==> config.mk <==
export PLATFORM = sky130hd
export DESIGN_NAME = fps_meter_flat
export DESIGN_NICKNAME = d
export VERILOG_FILES = /design/src/rtl/fps_meter_if.sv /design/src/rtl/fps_meter.sv /design/src/flat_wrapper.sv
export SDC_FILE = /design/constraint.sdc
export NUM_CORES = 1
export LEC_CHECK = 0
export BUFFER_PORTS_ARGS = -buffer_cell sky130_fd_sc_hd__buf_2
export CAP_MARGIN = 10
export CORE_MARGIN = 2
export CORE_UTILIZATION = 40
export DETAILED_ROUTE_END_ITERATION = 10
export GPL_TIMING_DRIVEN = 1
export SLEW_MARGIN = 10
export SYNTH_ARGS = -nofsm -noshare
export SYNTH_HDL_FRONTEND = slang
export SYNTH_SLANG_ARGS = --single-unit
==> constraint.sdc <==
create_clock -name CLK_3P3_MHZ -period 1.8 [get_ports CLK_3P3_MHZ]
set_clock_uncertainty 0.05 [all_clocks]
set_input_delay 0.36 -clock CLK_3P3_MHZ [delete_from_list [all_inputs] [get_ports CLK_3P3_MHZ]]
set_output_delay 0.36 -clock CLK_3P3_MHZ [all_outputs]
set_load 0.1 [all_outputs]
==> src/rtl/fps_meter_if.sv <==
// Frame-rate meter signal bundle: VSYNC strobe in, measurement results out.
// The master modport is the meter side; the slave modport is the consumer/stimulus side.
interface fps_meter_if #(
    parameter int unsigned COUNT_W = 8
);
    logic               VSYNC;
    logic [COUNT_W-1:0] FPS;
    logic               FPS_VALID;
    logic               OVERFLOW;
    logic               LED4;

    modport master (
        input  VSYNC,
        output FPS,
        output FPS_VALID,
        output OVERFLOW,
        output LED4
    );

    modport slave (
        output VSYNC,
        input  FPS,
        input  FPS_VALID,
        input  OVERFLOW,
        input  LED4
    );
endinterface

==> src/rtl/fps_meter.sv <==
// Counts VSYNC rising edges per window of CLOCKS_PER_SEC cycles and publishes the count.
// Optional macro FPS_METER_LED_EN: when defined, LED4 toggles on every completed window.
module fps_meter #(
    parameter int unsigned CLOCKS_PER_SEC = 3287000,
    parameter int unsigned COUNT_W        = 8
) (
    input  logic         CLK_3P3_MHZ,
    input  logic         RST_N,
    fps_meter_if.master  bus
);

    localparam int unsigned CNT_W = (CLOCKS_PER_SEC > 1) ? $clog2(CLOCKS_PER_SEC) : 1;
    localparam logic [CNT_W-1:0]   WIN_LAST  = CNT_W'(CLOCKS_PER_SEC - 1);
    localparam logic [COUNT_W-1:0] FRAME_MAX = '1;

    typedef enum logic [0:0] {
        IDLE    = 1'b0,
        MEASURE = 1'b1
    } state_t;

    state_t             state_q, state_d;
    logic               vs_meta, vs_sync, vs_prev;
    logic [1:0]         fill_q;
    logic               armed_q;
    logic               vs_rise;
    logic [CNT_W-1:0]   win_q, win_d;
    logic [COUNT_W-1:0] frame_q, frame_d, frame_cnt;
    logic               ovf_q, ovf_d, ovf_cnt;
    logic               close_win;
    logic [COUNT_W-1:0] fps_q;
    logic               fps_valid_q;
    logic               overflow_q;

    // A level already high at reset release must not look like an edge: the detector is
    // armed only once the settled synchroniser output has been observed low.
    always_ff @(posedge CLK_3P3_MHZ or negedge RST_N) begin
        if (!RST_N) begin
            vs_meta <= 1'b0;
            vs_sync <= 1'b0;
            vs_prev <= 1'b0;
            fill_q  <= '0;
            armed_q <= 1'b0;
        end else begin
            vs_meta <= bus.VSYNC;
            vs_sync <= vs_meta;
            vs_prev <= vs_sync;
            fill_q  <= {fill_q[0], 1'b1};
            if (fill_q[1] && !vs_sync)
                armed_q <= 1'b1;
        end
    end

    assign vs_rise = vs_sync & ~vs_prev & armed_q;

    always_comb begin
        frame_cnt = frame_q;
        ovf_cnt   = ovf_q;
        if (vs_rise) begin
            if (frame_q == FRAME_MAX)
                ovf_cnt = 1'b1;
            else
                frame_cnt = frame_q + COUNT_W'(1);
        end
    end

    always_ff @(posedge CLK_3P3_MHZ or negedge RST_N) begin
        if (!RST_N)
            state_q <= IDLE;
        else
            state_q <= state_d;
    end

    always_comb begin
        state_d   = state_q;
        win_d     = win_q;
        frame_d   = frame_q;
        ovf_d     = ovf_q;
        close_win = 1'b0;
        case (state_q)
            IDLE: begin
                win_d   = '0;
                frame_d = '0;
                ovf_d   = 1'b0;
                if (vs_rise) begin
                    state_d = MEASURE;
                    frame_d = COUNT_W'(1);
                end
            end
            MEASURE: begin
                frame_d = frame_cnt;
                ovf_d   = ovf_cnt;
                if (win_q == WIN_LAST) begin
                    // Closing cycle: an edge here lands in frame_cnt, which is published below.
                    close_win = 1'b1;
                    win_d     = '0;
                    frame_d   = '0;
                    ovf_d     = 1'b0;
                end else begin
                    win_d = win_q + CNT_W'(1);
                end
            end
        endcase
    end

    always_ff @(posedge CLK_3P3_MHZ or negedge RST_N) begin
        if (!RST_N) begin
            win_q   <= '0;
            frame_q <= '0;
            ovf_q   <= 1'b0;
        end else begin
            win_q   <= win_d;
            frame_q <= frame_d;
            ovf_q   <= ovf_d;
        end
    end

    always_ff @(posedge CLK_3P3_MHZ or negedge RST_N) begin
        if (!RST_N) begin
            fps_q       <= '0;
            fps_valid_q <= 1'b0;
            overflow_q  <= 1'b0;
        end else begin
            fps_valid_q <= close_win;
            if (close_win) begin
                fps_q      <= frame_cnt;
                overflow_q <= ovf_cnt;
            end
        end
    end

`ifdef FPS_METER_LED_EN
    logic led_q;

    always_ff @(posedge CLK_3P3_MHZ or negedge RST_N) begin
        if (!RST_N)
            led_q <= 1'b0;
        else if (close_win)
            led_q <= ~led_q;
    end

    assign bus.LED4 = led_q;
`else
    assign bus.LED4 = 1'b0;
`endif

    assign bus.FPS       = fps_q;
    assign bus.FPS_VALID = fps_valid_q;
    assign bus.OVERFLOW  = overflow_q;

endmodule

==> src/flat_wrapper.sv <==
// flat-port wrapper written by rule: the top's interface ports become plain ports
module fps_meter_flat 
#(
    parameter int unsigned CLOCKS_PER_SEC = 3287000,
    parameter int unsigned COUNT_W        = 8
)
  (CLK_3P3_MHZ, RST_N, bus_VSYNC, bus_FPS, bus_FPS_VALID, bus_OVERFLOW, bus_LED4);
  fps_meter_if #(.COUNT_W(COUNT_W)) bus_i ();
  input  logic CLK_3P3_MHZ;
  input  logic RST_N;
  input wire logic [$bits(bus_i.VSYNC)-1:0] bus_VSYNC;
  output wire logic [$bits(bus_i.FPS)-1:0] bus_FPS;
  output wire logic [$bits(bus_i.FPS_VALID)-1:0] bus_FPS_VALID;
  output wire logic [$bits(bus_i.OVERFLOW)-1:0] bus_OVERFLOW;
  output wire logic [$bits(bus_i.LED4)-1:0] bus_LED4;
  assign bus_i.VSYNC = bus_VSYNC;
  assign bus_FPS = bus_i.FPS;
  assign bus_FPS_VALID = bus_i.FPS_VALID;
  assign bus_OVERFLOW = bus_i.OVERFLOW;
  assign bus_LED4 = bus_i.LED4;
  fps_meter #(.CLOCKS_PER_SEC(CLOCKS_PER_SEC), .COUNT_W(COUNT_W)) u_core (.CLK_3P3_MHZ(CLK_3P3_MHZ), .RST_N(RST_N), .bus(bus_i));
endmodule
==> summary.txt <==
Worst-path cell chain -> nor4b_2, nand4b_1, buf_4, o21ai_4, clkbuf_4, nor2_1
DR WL/cell -> 14.0 µm
CP delay by family, top -> simple AND/OR/NAND/NOR gates
Initial Util -> 40.9%
Detailed Routing Iterations Pass 1 -> 4
Combinational Power Share -> 24.7%
Design area -> 0.00274 mm²
Congestion Overflow GR -> 0
IO Pins -> 14
Final cell count without fillers -> 334
Sequential share of power -> 50.1%
MaxCap Viol Count -> 0
Maximum VDD drop -> 0.866 mV
IO buf count -> 12
Top FF cell, synth -> dfrtp_1
Synth cell types -> 44
Fill count -> 487
Max Root-Sink Buffers -> 2
Worst skew pair latency -> 0.31 ns
Total chip power -> 2.68 mW
Fin. max-slew vios -> 0
Syn. warnings -> 0
# diodes -> 0
Die X -> 78.6 µm
GP Congestion -> 0.884
Drt total wl -> 4.69 mm
Die area -> 0.00618 mm²
Dpl cells -> 324
CP Max Fanout -> 10
Area of the multi-input gates -> 0.00102 mm²
Achievable Freq -> 585 MHz
Syn avg cell area -> 10.1 µm²
Initial DRC count -> 104
Post-synth net total -> 225
Root Driver -> clkbuf_8
CTS sink cnt -> 48
Total negative slack -> 0 ns
Ys async rst share -> 100%
Total global-route track usage -> 16.5%
LEAKAGE -> 1.20 nW
Hold WC Path Type -> input pin to register
Critical Path Source Type -> register
EDFF count, synth -> 0
Area Overhead vs Synth -> 23.0%
Slowest stage cell on the critical path -> dfrtp_1
Largest net degree at the start of global routing -> 49
Sequential area share after synthesis -> 53.9%
First-pass GRT wire length -> 7.89 mm
Core area -> 0.00544 mm²
CP Class -> register to register
Dpl hpwl -> 3.20 mm
Vias -> 1738
Cell taking the most area after synthesis -> dfrtp_1
Critical Path RT -> 1.94 ns
Largest cells by area after synthesis -> dfrtp_1, nor2_1, xnor2_1
Share of layout cells above drive strength 1 -> 24.8%
H-tree depth -> 2
Fin crit period -> 1.71 ns
Dpl cell area -> 0.00255 mm²
Critical Path Max Stage Delay -> 0.42 ns
Crit. End Element -> register
DIE HEIGHT -> 78.6 µm
Reg2reg setup slack -> 0.09 ns
Clk pwr share -> 25.2%
Antenna Nets Post-Route -> 0
Post-synthesis cell count -> 220
WP data arrival -> 1.85 ns
CP Buf/Inv Count -> 2
Final hold slack -> 0.116 ns
Final setup violation count -> 0
TritonCTS Buffers -> 5
Synthesized flop and latch total -> 48
Via/cell ratio -> 5.20
Cell area after synthesis -> 0.00223 mm²
Clock slew at reported path FFs -> 0.09 ns
Final Hold Viols -> 0
Final cycle utilization of the critical path -> 94.9%
Int Power -> 1.83 mW
CTS tree -> done
Sw frac -> 31.7%
Rows -> 27
Initial antenna violation count -> 0
Status -> complete, no violations
Post-CTS Setup Bufs -> 0
Nets -> 266
Top cell type's share of synthesized area -> 53.9%
Vias in the first global route -> 1680
Register Area -> 0.00120 mm²
PwrDens -> 980 mW/mm²
DRC viols -> 0
Net Sw Power -> 0.851 mW
==> routing by layer <==
metal  wire length (µm)  vias up  GRT usage [%]
li1                   -      863              -
met1               2310      843           22.7
met2               2180       23           25.8
met3                127        9           4.14
met4                 74        0           4.74
met5                  0        -              0
==> final timing paths <==
check / from / endpoint / cells past startpoint
hold reg to reg: u_core.fill_q[0]$_DFF_PN0_ / u_core.fill_q[1]$_DFF_PN0_ / 0
max in group asynchronous: RST_N / u_core.win_q[12]$_DFF_PN0_ / 3
min in group asynchronous: RST_N / u_core.frame_q[2]$_DFF_PN0_ / 3
setup / recovery: u_core.win_q[3]$_DFF_PN0_ / u_core.win_q[7]$_DFF_PN0_ / 6
setup reg to reg: u_core.win_q[3]$_DFF_PN0_ / u_core.win_q[7]$_DFF_PN0_ / 6
hold / removal: bus_VSYNC / u_core.vs_meta$_DFF_PN0_ / 1
==> registers in the layout (all words and copies together), names as in the netlist <==
signal / flops
u_core.fill_q: 2
u_core.bus.FPS: 8
u_core.state_q: 1
u_core.frame_q: 8
u_core.ovf_q: 1
u_core.vs_prev: 1
u_core.bus.FPS_VALID: 1
u_core.win_q: 22
u_core.vs_sync: 1
u_core.bus.OVERFLOW: 1
u_core.armed_q: 1
u_core.vs_meta: 1
==> area by class of cell <==
cell class | count | share of cell area, %
clock buffers | 6 | 3.02
inverters | 7 | 0.959
well taps | 72 | 3.29
clock inverters | 2 | 0.548
multi-input cells | 158 | 37.3
flip-flops and latches | 48 | 43.9
repair buffers | 41 | 11.0
==> cell usage after synthesis (2+ instances only) <==
master    number
a21oi_1        7
nor2_1        24
nand2_1       15
nor4_1         4
mux2i_1        4
o31ai_1        8
dfrtp_1       48
o21ai_0       12
nand2b_1       2
buf_2          4
xnor2_1        8
o21ai_1        9
or4_1          5
nand3_1       13
ha_1           2
nand4_1        6
inv_1          6
o22ai_1        2
and3_1         3
nor3_1         7
nor4bb_1       2
xor2_1         6
conb_1         2
==> logic make-up (layout without fill, tap and decap cells) <==
| kind of cell | Yosys count | in the layout | share of synthesized area [%] |
|---|---|---|---|
| fa+ha+maj | 2 | 2 | 1.12 |
| other cells | 2 | 2 | 0.337 |
| xor+xnor | 14 | 14 | 5.51 |
| flops | 48 | 48 | 53.9 |
| buf+inv | 14 | 56 | 3.09 |
| mux | 6 | 6 | 2.81 |
| compound gates | 41 | 41 | 10.7 |
| simple gates | 93 | 93 | 22.5 |
==> layout by cell type (no fill, tap or decap), types with 8 or more instances in the layout <==
master / count
buf_2: 12
o21ai_1: 8
nand2_1: 14
nor2_1: 24
o31ai_1: 8
xnor2_1: 8
nand3_1: 12
o21ai_0: 12
buf_4: 24
dfrtp_1: 47
==> stage by stage <==
step / utilization [%] / setup slack (ns)
final: 50.4 / 0.0913
after global routing: 50.4 / -0.0204
after CTS: 48.9 / 0.0227
after detailed placement: 47.0 / 0.0297
after global placement: 47.0 / 0.0635
after floorplan: - / 0.0394
==> power groups by stage <==
| stage | sequential [mW] | clock [mW] | combinational [mW] |
|---|---|---|---|
| finish | 1.34 | 0.675 | 0.664 |
| floorplan | 1.38 | 0 | 0.347 |
| global route | 1.37 | 0.751 | 0.740 |
| detailed placement | 1.35 | 0 | 0.632 |
| global placement | 1.35 | 0 | 0.624 |
| CTS | 1.33 | 0.703 | 0.636 |
==> timing repair <==
| action | in CTS | in global routing |
|---|---|---|
| hold endpoints to repair | 48 | 0 |
| setup endpoints to repair | 0 | 27 |
| hold buffers | 1 | 0 |
| resized for setup | 0 | 15 |
(Power assumes the default switching activity.)
